$ cat config.mk
export PLATFORM = sky130hd
export DESIGN_NAME = mem_access_arbiter_flat
export DESIGN_NICKNAME = d
export VERILOG_FILES = /design/src/rtl/mem_access_arbiter_if.sv /design/src/rtl/mem_access_arbiter.sv /design/src/flat_wrapper.sv
export SDC_FILE = /design/constraint.sdc
export NUM_CORES = 1
export LEC_CHECK = 0
export BUFFER_PORTS_ARGS = -buffer_cell sky130_fd_sc_hd__buf_2
export CAP_MARGIN = 40
export CORE_MARGIN = 3
export CORE_UTILIZATION = 30
export CTS_CLUSTER_SIZE = 20
export DETAILED_ROUTE_END_ITERATION = 16
export SLEW_MARGIN = 40
export SYNTH_ARGS = -nofsm -noshare
export SYNTH_HDL_FRONTEND = slang
export SYNTH_SLANG_ARGS = --single-unit
$ cat constraint.sdc
create_clock -name CLK -period 6.8 [get_ports CLK]
set_clock_uncertainty 0.05 [all_clocks]
set_input_delay 1.02 -clock CLK [delete_from_list [all_inputs] [get_ports CLK]]
set_output_delay 1.02 -clock CLK [all_outputs]
set_load 0.01 [all_outputs]
$ cat src/rtl/mem_access_arbiter_if.sv
// Purpose: bundles the fetch and data request/return signals with the external memory bus of the arbiter.
// Latency: none; this is a signal bundle only.
// Backpressure: MEM_WAIT tells requesters to hold their requests; BUS_ACK completes each bus transfer.
interface mem_access_arbiter_if;
    // instruction fetch side
    logic        INST_RDEN;
    logic [31:0] INST_RADDR;
    logic        INST_RVALID;
    logic [31:0] INST_RDATA;
    logic        INST_FLUSH;

    // data read/write side
    logic        DATA_RDEN;
    logic [31:0] DATA_RADDR;
    logic        DATA_RVALID;
    logic [31:0] DATA_RDATA;
    logic        DATA_WREN;
    logic [31:0] DATA_WADDR;
    logic [3:0]  DATA_WSTRB;
    logic [31:0] DATA_WDATA;

    // shared stall towards fetch unit and pipeline
    logic        MEM_WAIT;

    // external memory bus
    logic        BUS_REQ;
    logic        BUS_WE;
    logic [31:0] BUS_ADDR;
    logic [3:0]  BUS_STRB;
    logic [31:0] BUS_WDATA;
    logic        BUS_ACK;
    logic [31:0] BUS_RDATA;
    logic        BUS_ERR;

    // master: the arbiter, which owns the memory bus and the return path
    modport master (
        input  INST_RDEN, INST_RADDR, INST_FLUSH,
        input  DATA_RDEN, DATA_RADDR, DATA_WREN, DATA_WADDR, DATA_WSTRB, DATA_WDATA,
        input  BUS_ACK, BUS_RDATA,
        output INST_RVALID, INST_RDATA, DATA_RVALID, DATA_RDATA, MEM_WAIT,
        output BUS_REQ, BUS_WE, BUS_ADDR, BUS_STRB, BUS_WDATA, BUS_ERR
    );

    // slave: the requesters and the memory on the far side of the arbiter
    modport slave (
        output INST_RDEN, INST_RADDR, INST_FLUSH,
        output DATA_RDEN, DATA_RADDR, DATA_WREN, DATA_WADDR, DATA_WSTRB, DATA_WDATA,
        output BUS_ACK, BUS_RDATA,
        input  INST_RVALID, INST_RDATA, DATA_RVALID, DATA_RDATA, MEM_WAIT,
        input  BUS_REQ, BUS_WE, BUS_ADDR, BUS_STRB, BUS_WDATA, BUS_ERR
    );
endinterface

$ cat src/rtl/mem_access_arbiter.sv
// Purpose: serialises fetch, data read and data write requests onto one external memory port (write > data read > fetch).
// Latency: accept edge E -> BUS_REQ in E+1; ack in E+1 -> RVALID pulse and MEM_WAIT low in E+2.
// Backpressure: registered MEM_WAIT blocks new acceptance while any slot is pending or the bus is busy; BUS_REQ holds until BUS_ACK or timeout.
module mem_access_arbiter #(
    parameter int ACK_TIMEOUT = 256,
    parameter int CNT_WIDTH   = 9
) (
    input  logic                 CLK,
    input  logic                 RST,
    mem_access_arbiter_if.master bus
);

    typedef enum logic [1:0] {
        IDLE  = 2'd0,
        WRITE = 2'd1,
        DREAD = 2'd2,
        IREAD = 2'd3
    } state_t;

    typedef struct packed {
        logic [31:0] addr;
        logic [3:0]  strb;
        logic [31:0] data;
    } wr_slot_t;

    // Counter value seen on the last cycle a request may wait before it is aborted.
    localparam logic [CNT_WIDTH-1:0] TO_LAST =
        (ACK_TIMEOUT == 0) ? '0 : CNT_WIDTH'(ACK_TIMEOUT - 1);

    state_t                 state_q, state_d;
    logic [CNT_WIDTH-1:0]   cnt_q;
    logic                   i_squash_q;

    // pending slots, one per requester
    logic                   w_vld_q, d_vld_q, i_vld_q;
    logic                   w_vld_d, d_vld_d, i_vld_d;
    wr_slot_t               w_slot_q;
    logic [31:0]            d_addr_q;
    logic [31:0]            i_addr_q;

    // return path and status registers
    logic                   inst_rvalid_q, data_rvalid_q;
    logic [31:0]            inst_rdata_q, data_rdata_q;
    logic                   mem_wait_q;
    logic                   bus_err_q;

    logic                   busy, ack_hit, to_hit, done;
    logic                   accept, acc_w, acc_d, acc_i;
    logic                   fin_w, fin_d, fin_i;
    logic                   i_flush_pending, i_drop;

    // A transfer finishes on ack, or on timeout when no ack arrives on the last allowed cycle.
    assign busy    = (state_q != IDLE);
    assign ack_hit = busy & bus.BUS_ACK;
    assign to_hit  = (ACK_TIMEOUT != 0) && busy && !bus.BUS_ACK && (cnt_q == TO_LAST);
    assign done    = ack_hit | to_hit;

    // New requests are only taken while the arbiter is fully idle; a fetch raised with FLUSH is dropped.
    assign accept  = ~mem_wait_q;
    assign acc_w   = accept & bus.DATA_WREN;
    assign acc_d   = accept & bus.DATA_RDEN;
    assign acc_i   = accept & bus.INST_RDEN & ~bus.INST_FLUSH;

    assign fin_w   = done & (state_q == WRITE);
    assign fin_d   = done & (state_q == DREAD);
    assign fin_i   = done & (state_q == IREAD);

    // FLUSH only removes a fetch that has not reached the bus; an in-flight fetch runs to completion silently.
    assign i_flush_pending = bus.INST_FLUSH & (state_q != IREAD);
    assign i_drop          = i_squash_q | bus.INST_FLUSH;

    // The slot being served stays occupied until its transfer finishes, so it keeps driving the bus.
    assign w_vld_d = (w_vld_q & ~fin_w) | acc_w;
    assign d_vld_d = (d_vld_q & ~fin_d) | acc_d;
    assign i_vld_d = (i_vld_q & ~fin_i & ~i_flush_pending) | acc_i;

    // Next state: pick the highest-priority occupied slot whenever the bus is free or a transfer ends.
    always_comb begin
        state_d = state_q;
        if (!busy || done) begin
            if (w_vld_d) begin
                state_d = WRITE;
            end else if (d_vld_d) begin
                state_d = DREAD;
            end else if (i_vld_d) begin
                state_d = IREAD;
            end else begin
                state_d = IDLE;
            end
        end
    end

    // FSM state register.
    always_ff @(posedge CLK or posedge RST) begin
        if (RST) begin
            state_q <= IDLE;
        end else begin
            state_q <= state_d;
        end
    end

    // Wait counter restarts for every new transfer; squash flag remembers a FLUSH seen during an in-flight fetch.
    always_ff @(posedge CLK or posedge RST) begin
        if (RST) begin
            cnt_q      <= '0;
            i_squash_q <= 1'b0;
        end else begin
            if (!busy || done) begin
                cnt_q <= '0;
            end else begin
                cnt_q <= cnt_q + CNT_WIDTH'(1);
            end
            i_squash_q <= (state_q == IREAD) && !done && (i_squash_q || bus.INST_FLUSH);
        end
    end

    // Pending slot occupancy and captured request fields.
    always_ff @(posedge CLK or posedge RST) begin
        if (RST) begin
            w_vld_q  <= 1'b0;
            d_vld_q  <= 1'b0;
            i_vld_q  <= 1'b0;
            w_slot_q <= '0;
            d_addr_q <= '0;
            i_addr_q <= '0;
        end else begin
            w_vld_q <= w_vld_d;
            d_vld_q <= d_vld_d;
            i_vld_q <= i_vld_d;
            if (acc_w) begin
                w_slot_q <= '{addr: bus.DATA_WADDR, strb: bus.DATA_WSTRB, data: bus.DATA_WDATA};
            end
            if (acc_d) begin
                d_addr_q <= bus.DATA_RADDR;
            end
            if (acc_i) begin
                i_addr_q <= bus.INST_RADDR;
            end
        end
    end

    // Read return: one-cycle valid pulses, data held until the next completion, zero data on timeout.
    always_ff @(posedge CLK or posedge RST) begin
        if (RST) begin
            inst_rvalid_q <= 1'b0;
            inst_rdata_q  <= '0;
            data_rvalid_q <= 1'b0;
            data_rdata_q  <= '0;
            bus_err_q     <= 1'b0;
            mem_wait_q    <= 1'b0;
        end else begin
            inst_rvalid_q <= 1'b0;
            data_rvalid_q <= 1'b0;
            bus_err_q     <= to_hit;
            mem_wait_q    <= w_vld_d | d_vld_d | i_vld_d | (state_d != IDLE);
            if (fin_d) begin
                data_rvalid_q <= 1'b1;
                data_rdata_q  <= ack_hit ? bus.BUS_RDATA : '0;
            end
            if (fin_i && !i_drop) begin
                inst_rvalid_q <= 1'b1;
                inst_rdata_q  <= ack_hit ? bus.BUS_RDATA : '0;
            end
        end
    end

    // Bus drive: fields come straight from the served slot so they stay stable until the transfer ends.
    always_comb begin
        bus.BUS_REQ   = 1'b0;
        bus.BUS_WE    = 1'b0;
        bus.BUS_ADDR  = '0;
        bus.BUS_STRB  = '0;
        bus.BUS_WDATA = '0;
        case (state_q)
            WRITE: begin
                bus.BUS_REQ   = 1'b1;
                bus.BUS_WE    = 1'b1;
                bus.BUS_ADDR  = w_slot_q.addr;
                bus.BUS_STRB  = w_slot_q.strb;
                bus.BUS_WDATA = w_slot_q.data;
            end
            DREAD: begin
                bus.BUS_REQ   = 1'b1;
                bus.BUS_ADDR  = d_addr_q;
                bus.BUS_STRB  = 4'hf;
            end
            IREAD: begin
                bus.BUS_REQ   = 1'b1;
                bus.BUS_ADDR  = i_addr_q;
                bus.BUS_STRB  = 4'hf;
            end
            default: begin
            end
        endcase
    end

    assign bus.INST_RVALID = inst_rvalid_q;
    assign bus.INST_RDATA  = inst_rdata_q;
    assign bus.DATA_RVALID = data_rvalid_q;
    assign bus.DATA_RDATA  = data_rdata_q;
    assign bus.MEM_WAIT    = mem_wait_q;
    assign bus.BUS_ERR     = bus_err_q;

endmodule

$ cat src/flat_wrapper.sv
// flat-port wrapper written by rule: the top's interface ports become plain ports
module mem_access_arbiter_flat 
#(
    parameter int ACK_TIMEOUT = 256,
    parameter int CNT_WIDTH   = 9
)
  (CLK, RST, bus_INST_RDEN, bus_INST_RADDR, bus_INST_FLUSH, bus_DATA_RDEN, bus_DATA_RADDR, bus_DATA_WREN, bus_DATA_WADDR, bus_DATA_WSTRB, bus_DATA_WDATA, bus_BUS_ACK, bus_BUS_RDATA, bus_INST_RVALID, bus_INST_RDATA, bus_DATA_RVALID, bus_DATA_RDATA, bus_MEM_WAIT, bus_BUS_REQ, bus_BUS_WE, bus_BUS_ADDR, bus_BUS_STRB, bus_BUS_WDATA, bus_BUS_ERR);
  mem_access_arbiter_if bus_i ();
  input  logic CLK;
  input  logic RST;
  input wire logic [$bits(bus_i.INST_RDEN)-1:0] bus_INST_RDEN;
  input wire logic [$bits(bus_i.INST_RADDR)-1:0] bus_INST_RADDR;
  input wire logic [$bits(bus_i.INST_FLUSH)-1:0] bus_INST_FLUSH;
  input wire logic [$bits(bus_i.DATA_RDEN)-1:0] bus_DATA_RDEN;
  input wire logic [$bits(bus_i.DATA_RADDR)-1:0] bus_DATA_RADDR;
  input wire logic [$bits(bus_i.DATA_WREN)-1:0] bus_DATA_WREN;
  input wire logic [$bits(bus_i.DATA_WADDR)-1:0] bus_DATA_WADDR;
  input wire logic [$bits(bus_i.DATA_WSTRB)-1:0] bus_DATA_WSTRB;
  input wire logic [$bits(bus_i.DATA_WDATA)-1:0] bus_DATA_WDATA;
  input wire logic [$bits(bus_i.BUS_ACK)-1:0] bus_BUS_ACK;
  input wire logic [$bits(bus_i.BUS_RDATA)-1:0] bus_BUS_RDATA;
  output wire logic [$bits(bus_i.INST_RVALID)-1:0] bus_INST_RVALID;
  output wire logic [$bits(bus_i.INST_RDATA)-1:0] bus_INST_RDATA;
  output wire logic [$bits(bus_i.DATA_RVALID)-1:0] bus_DATA_RVALID;
  output wire logic [$bits(bus_i.DATA_RDATA)-1:0] bus_DATA_RDATA;
  output wire logic [$bits(bus_i.MEM_WAIT)-1:0] bus_MEM_WAIT;
  output wire logic [$bits(bus_i.BUS_REQ)-1:0] bus_BUS_REQ;
  output wire logic [$bits(bus_i.BUS_WE)-1:0] bus_BUS_WE;
  output wire logic [$bits(bus_i.BUS_ADDR)-1:0] bus_BUS_ADDR;
  output wire logic [$bits(bus_i.BUS_STRB)-1:0] bus_BUS_STRB;
  output wire logic [$bits(bus_i.BUS_WDATA)-1:0] bus_BUS_WDATA;
  output wire logic [$bits(bus_i.BUS_ERR)-1:0] bus_BUS_ERR;
  assign bus_i.INST_RDEN = bus_INST_RDEN;
  assign bus_i.INST_RADDR = bus_INST_RADDR;
  assign bus_i.INST_FLUSH = bus_INST_FLUSH;
  assign bus_i.DATA_RDEN = bus_DATA_RDEN;
  assign bus_i.DATA_RADDR = bus_DATA_RADDR;
  assign bus_i.DATA_WREN = bus_DATA_WREN;
  assign bus_i.DATA_WADDR = bus_DATA_WADDR;
  assign bus_i.DATA_WSTRB = bus_DATA_WSTRB;
  assign bus_i.DATA_WDATA = bus_DATA_WDATA;
  assign bus_i.BUS_ACK = bus_BUS_ACK;
  assign bus_i.BUS_RDATA = bus_BUS_RDATA;
  assign bus_INST_RVALID = bus_i.INST_RVALID;
  assign bus_INST_RDATA = bus_i.INST_RDATA;
  assign bus_DATA_RVALID = bus_i.DATA_RVALID;
  assign bus_DATA_RDATA = bus_i.DATA_RDATA;
  assign bus_MEM_WAIT = bus_i.MEM_WAIT;
  assign bus_BUS_REQ = bus_i.BUS_REQ;
  assign bus_BUS_WE = bus_i.BUS_WE;
  assign bus_BUS_ADDR = bus_i.BUS_ADDR;
  assign bus_BUS_STRB = bus_i.BUS_STRB;
  assign bus_BUS_WDATA = bus_i.BUS_WDATA;
  assign bus_BUS_ERR = bus_i.BUS_ERR;
  mem_access_arbiter #(.ACK_TIMEOUT(ACK_TIMEOUT), .CNT_WIDTH(CNT_WIDTH)) u_core (.CLK(CLK), .RST(RST), .bus(bus_i));
endmodule
Yosys cells after proc, flatten, opt, wreduce, memory -nomap -nowiden
Index checks and enable logic that the tools add are counted.

Flip-flop bits (word level): 215. Bits in latches: 0. Memory bits (writable): 0. Bits in read-only memories: 0. Input bits: 171. Output and inout port bits: 138. Word-level logic and storage cells: 78. Memories kept: 0.

Add/subtract/negate cells: 1. $mul: 0. Divide/modulo/power cells: 0. Magnitude comparators: 0. Equal/unequal tests: 5. Shifts and indexed selects: 0. Multiplexer cells: 13. Bitwise operators: 27. Reductions and logical operators: 15.

Operators with widths (count): $pmux W32 S3 (1); $mux W32 (2); $and A1 B1 Y1 (13); $add A9 B1 Y9 const B (1); $eq A9 B8 Y1 const B (1); $mux W9 (1); $mux W2 (4); $or A1 B1 Y1 (8); $pmux W4 S2 (1); $not A1 Y1 (6); $logic_and A1 B1 Y1 (5); $eq A2 B2 Y1 const B (2); $logic_not A1 Y1 (4); $mux W1 (4); $reduce_bool A2 Y1 (2); $reduce_or A3 Y1 (1); $eq A2 B1 Y1 const B (1); $logic_or A1 B1 Y1 (2); $ne A2 B2 Y1 const B (1); $reduce_or A2 Y1 (1).

Depth between registers and ports, before layout
Word-level depth: 15. Mapped depth: 11. Depth with buffers taken out: 9.

Least setup slack after synthesis
Ideal clock, no wire load.

Kind: reg-to-output. Start: register u_core.state_q[0]. End: output bus_BUS_ADDR[0]. Data arrival time: 1.359 ns. Data required time: 5.730 ns. Setup slack: 4.371 ns. Stages on the path, launching flop included: 5. Path buffers: 2. Cell sequence: dfrtp_1 buf_2 buf_2 mux2_2 a22o_1.

Longest elaborated chain between the ends: 2. Elaborated cells on any way between the ends: 4. Classes of those cells: eq/ne (3); mux (1).

RTL lines: start, declared (RTL line mem_access_arbiter.sv:30) `state_t state_q, state_d;`; start signal, assigned (RTL line mem_access_arbiter.sv:98) `state_q <= state_d;`; $eq A2 B2 Y1 / $eq A2 B1 Y1 (equally long branches) (RTL line mem_access_arbiter.sv:174) `case (state_q)`; $pmux W32 S3 (*) (RTL line mem_access_arbiter.sv:174); end, declared (RTL line flat_wrapper.sv:29) `output wire logic [$bits(bus_i.BUS_ADDR)-1:0] bus_BUS_ADDR;`.

Mark *: on every way between the ends. The rest lies on a longest branch, timed or not.

Worst setup path in the final report
Start: register u_core.state_q[0]. End: output bus_BUS_ADDR[27].

The elaborated chain is that of the path after synthesis.

==> results.tsv <==
stage	metric	value	unit
yosys	Synth area leaders	dfrtp_1 59%, mux2_2 20%, nand2_1 4.3%	
cts	CTS resizes	0	
power	Pwr Density	464	nW/um2
yosys	number of enable flip-flop cells after synthesis	0	
placed_design	DP Cell Count	1373	
power	LEAKAGE	5.81	nW
cts	register clock-pin slew on the reported worst setup and hold paths	60	ps
power	clock power share	25.6	%
power	worst vdd ir	0.222	mV
power	Sequential Power Share	38.7	%
global_routing	first-pass GRT wire length	38200	um
finish	Final #Nets	1189	
worst_setup_path	Worst R2R Path Depth	9	
worst_setup_path	worst r2r src	u_core.cnt_q[0]	
yosys	Synth Area in Simple Gates	8.74	%
yosys	Mapped Area	9050	um2
cts	Skew-Pair Late Insertion Delay	520	ps
sta	Final Cycle Share	54.2	%
sta	total negative slack	0	ps
route	1st-pass router iterations	4	
cts	CTS Buf Count	25	
yosys	fraction of synthesized area in multiplexers	20.4	%
worst_setup_path	Setup crit end kind	primary output	
route	Post-DRT Antenna Nets	0	
cts	Post-CTS Hold Buffers	0	
yosys	syn_nets	893	
worst_setup_path	most frequent CP cell	buf_4	
sta	setup violators final	0	
placed_design	GP Congestion	0.775	
yosys	Seq cells post-synth	215	
finish	Cell Count, Final, Fillers Out	1421	
finish	Final Core Density	40.7	%
worst_setup_path	Arr. time, crit path	2610	ps
worst_setup_path	CP Launch Type	flop	
worst_setup_path	Critical path origin	u_core.state_q[0]	
yosys	Synth async-reset ratio	100	%
finish	fillers	2842	
floorplanning	I/O pins	309	
route	vias	6435	
placed_design	Post-DP HPWL	16500	um
cts	CTS tree	done	
global_routing	gr usage total	14.3	%
cts	clk sink count	215	
yosys	Synth Area in Adders	0.277	%
floorplanning	Die Height	180	um
run_status	status	finished, final reports clean	
worst_setup_path	critical path class	flop to primary output	
route	Iter 0 DRT Violations	230	
floorplanning	Die W	180	um
sta	worst rel slew slack	52.9	%
worst_setup_path	Worst setup endpoint	bus_BUS_ADDR[27]	
route	final routed DRC violation total	0	
worst_setup_path	Critical Path, Cell by Cell	buf_4, inv_1, nor2_4, buf_4, a22o_1, buf_2	
route	wirelength, routed	23800	um
cts	Clk Tree Root Cell	clkbuf_16	
worst_setup_path	max incr delay on CP	530	ps
sta	final hold violation count	0	
sta	top achievable clock speed	271	MHz
cts	clk buf depth	3	
yosys	post-synthesis cell type count	36	
yosys	post-synthesis sequential area ratio	59.5	%
sta	PnR worst setup slack	3120	ps
flow_run	MaxCap Viol Count	0	
worst_setup_path	crit-path max FO	65	
placed_design	pre-CTS worst setup slack	3600	ps
sta	hold slack	427	ps
floorplanning	Initial Util	30.9	%
sta	fin. max-slew vios	0	
cts	H-tree levels	1	
yosys	area leader, netlist	dfrtp_1	
power	Comb pwr share	35.7	%
power	Total Power	5.52	mW
global_routing	vias in the first global route	6924	
power	P_sw	1.79	mW
finish	fin area	11900	um2
global_routing	largest net degree at the start of global routing	122	
finish	layout cells sized above 1	51.9	%
yosys	xor/xnor share of the synthesized area	0.581	%
yosys	syn_area_per_cell	12.6	um2
worst_setup_path	flop2flop setup slack	4170	ps
yosys	ys flop type	dfrtp_1	
sta	minimum clock period	3680	ps
worst_setup_path	Critical R2R Capture	u_core.bus.INST_RDATA[1]	
yosys	cell count after synthesis	720	
placed_design	I/O Buffers	308	
route	Via density	4.53	
yosys	Yosys top cell area share	59.5	%
route	wire per inst	16.7	um
sta	RSZ-0062 raised after global routing	false	
worst_setup_path	Slowest cell on crit path	buf_4	
finish	area grow syn2layout	31.5	%
floorplanning	Core Rows	62	
yosys	largest family of logic cells by synthesized area	multiplexers	
yosys	post-synthesis compound-gate area fraction	7.62	%
floorplanning	full die area	32300	um2
worst_setup_path	WP data required	5730	ps
power	Cell Int Power	3.73	mW
placed_design	Placed Area	11000	um2
global_routing	Remaining Overflow, GRT	0	
sta	actual slew at the worst max-slew pin	703	ps
global_routing	initial antenna violation count	3	
cts	Post-CTS Setup Inserts	0	
worst_hold_path	worst hold-check path type	flop to flop	
floorplanning	Core Box Area	29200	um2
yosys	Warnings, synthesis	0	
power	Net Sw Frac	32.4	%
==> per-layer routing <==
metal / vias to the layer above / GRT usage (%) / routed length [um]
li1: 3082 / - / -
met1: 3113 / 17.6 / 9960
met2: 199 / 24.8 / 11700
met3: 39 / 3.80 / 1520
met4: 2 / 4.21 / 631
met5: - / 0 / 20
==> state kept, by name, indices dropped and copies added (netlist names) <==
register	count
u_core.i_addr_q	32
u_core.bus.INST_RDATA	32
u_core.i_squash_q	1
u_core.bus.MEM_WAIT	1
u_core.bus.DATA_RVALID	1
u_core.state_q	2
u_core.d_vld_q	1
u_core.bus.DATA_RDATA	32
u_core.cnt_q	9
u_core.i_vld_q	1
u_core.w_vld_q	1
u_core.d_addr_q	32
u_core.bus.BUS_ERR	1
u_core.bus.INST_RVALID	1
u_core.w_slot_q	68
==> layout make-up <==
class | count | area (um2) | area share [%]
well taps | 384 | 480 | 4.04
repair buffers | 318 | 1670 | 14.1
diodes | 3 | 7.51 | 0.0631
clock inverters | 8 | 124 | 1.04
inverters | 7 | 30.0 | 0.252
multi-input cells | 449 | 3440 | 28.9
clock buffers | 37 | 761 | 6.39
flip-flops and latches | 215 | 5390 | 45.3
==> Yosys cell counts (all sizes together) (3+ instances only) <==
library cell	number
buf	31
mux2	164
nor3b	3
inv	7
nor2b	5
and2	33
a22o	32
nand2	103
xnor2	3
clkbuf	18
xor2	3
a21o	4
dfrtp	215
nor2	12
o21ai	66
==> cell families after synthesis <==
logic type,count (synthesis)
simple gates,169
compound gates,108
buf+inv,56
flops,215
mux,164
xor+xnor,6
fa+ha+maj,2
==> placed cells by master (no fill, tap or decap), drive strengths merged, types with 3 or more instances in the layout <==
master    instances
clkbuf           37
nor2             12
o21ai            66
inv               7
a22o             32
xor2              3
nor3b             3
bufinv            3
xnor2             3
diode             3
a21o              4
and2             33
clkinvlp          3
nand2           103
buf             318
nor2b             5
mux2            164
dfrtp           215
==> worst max-delay path: cells and delay by family, from the launching register on <==
kind | cells | cell delay (ps)
AND/OR/NAND/NOR | 1 | 110
AO/OA/AOI/OAI | 1 | 250
flip-flops | 1 | 330
buffers and inverters | 4 | 1350
==> worst min path at each step <==
stage / slack, ps / to / cells past startpoint / startpoint
after floorplan: 400 / u_core.cnt_q[0] / 1 / u_core.cnt_q[0]
after global placement: 410 / u_core.bus.DATA_RDATA[14] / 2 / u_core.bus.DATA_RDATA[14]
after detailed placement: 420 / u_core.bus.DATA_RDATA[27] / 2 / u_core.bus.DATA_RDATA[27]
after CTS: 430 / u_core.bus.DATA_RDATA[27] / 2 / u_core.bus.DATA_RDATA[27]
after global routing: 450 / u_core.i_squash_q / 1 / u_core.i_squash_q
final: 430 / u_core.bus.DATA_RDATA[27] / 2 / u_core.bus.DATA_RDATA[27]
==> power groups by stage <==
stage | clock [mW] | combinational, mW | sequential (mW)
finish | 1.42 | 1.97 | 2.14
global route | 1.52 | 2.17 | 2.21
CTS | 1.47 | 2.02 | 2.14
detailed placement | 0 | 2.01 | 2.16
global placement | 0 | 1.97 | 2.14
floorplan | 0 | 1.32 | 2.10
Power figures use the tool's default switching activity.
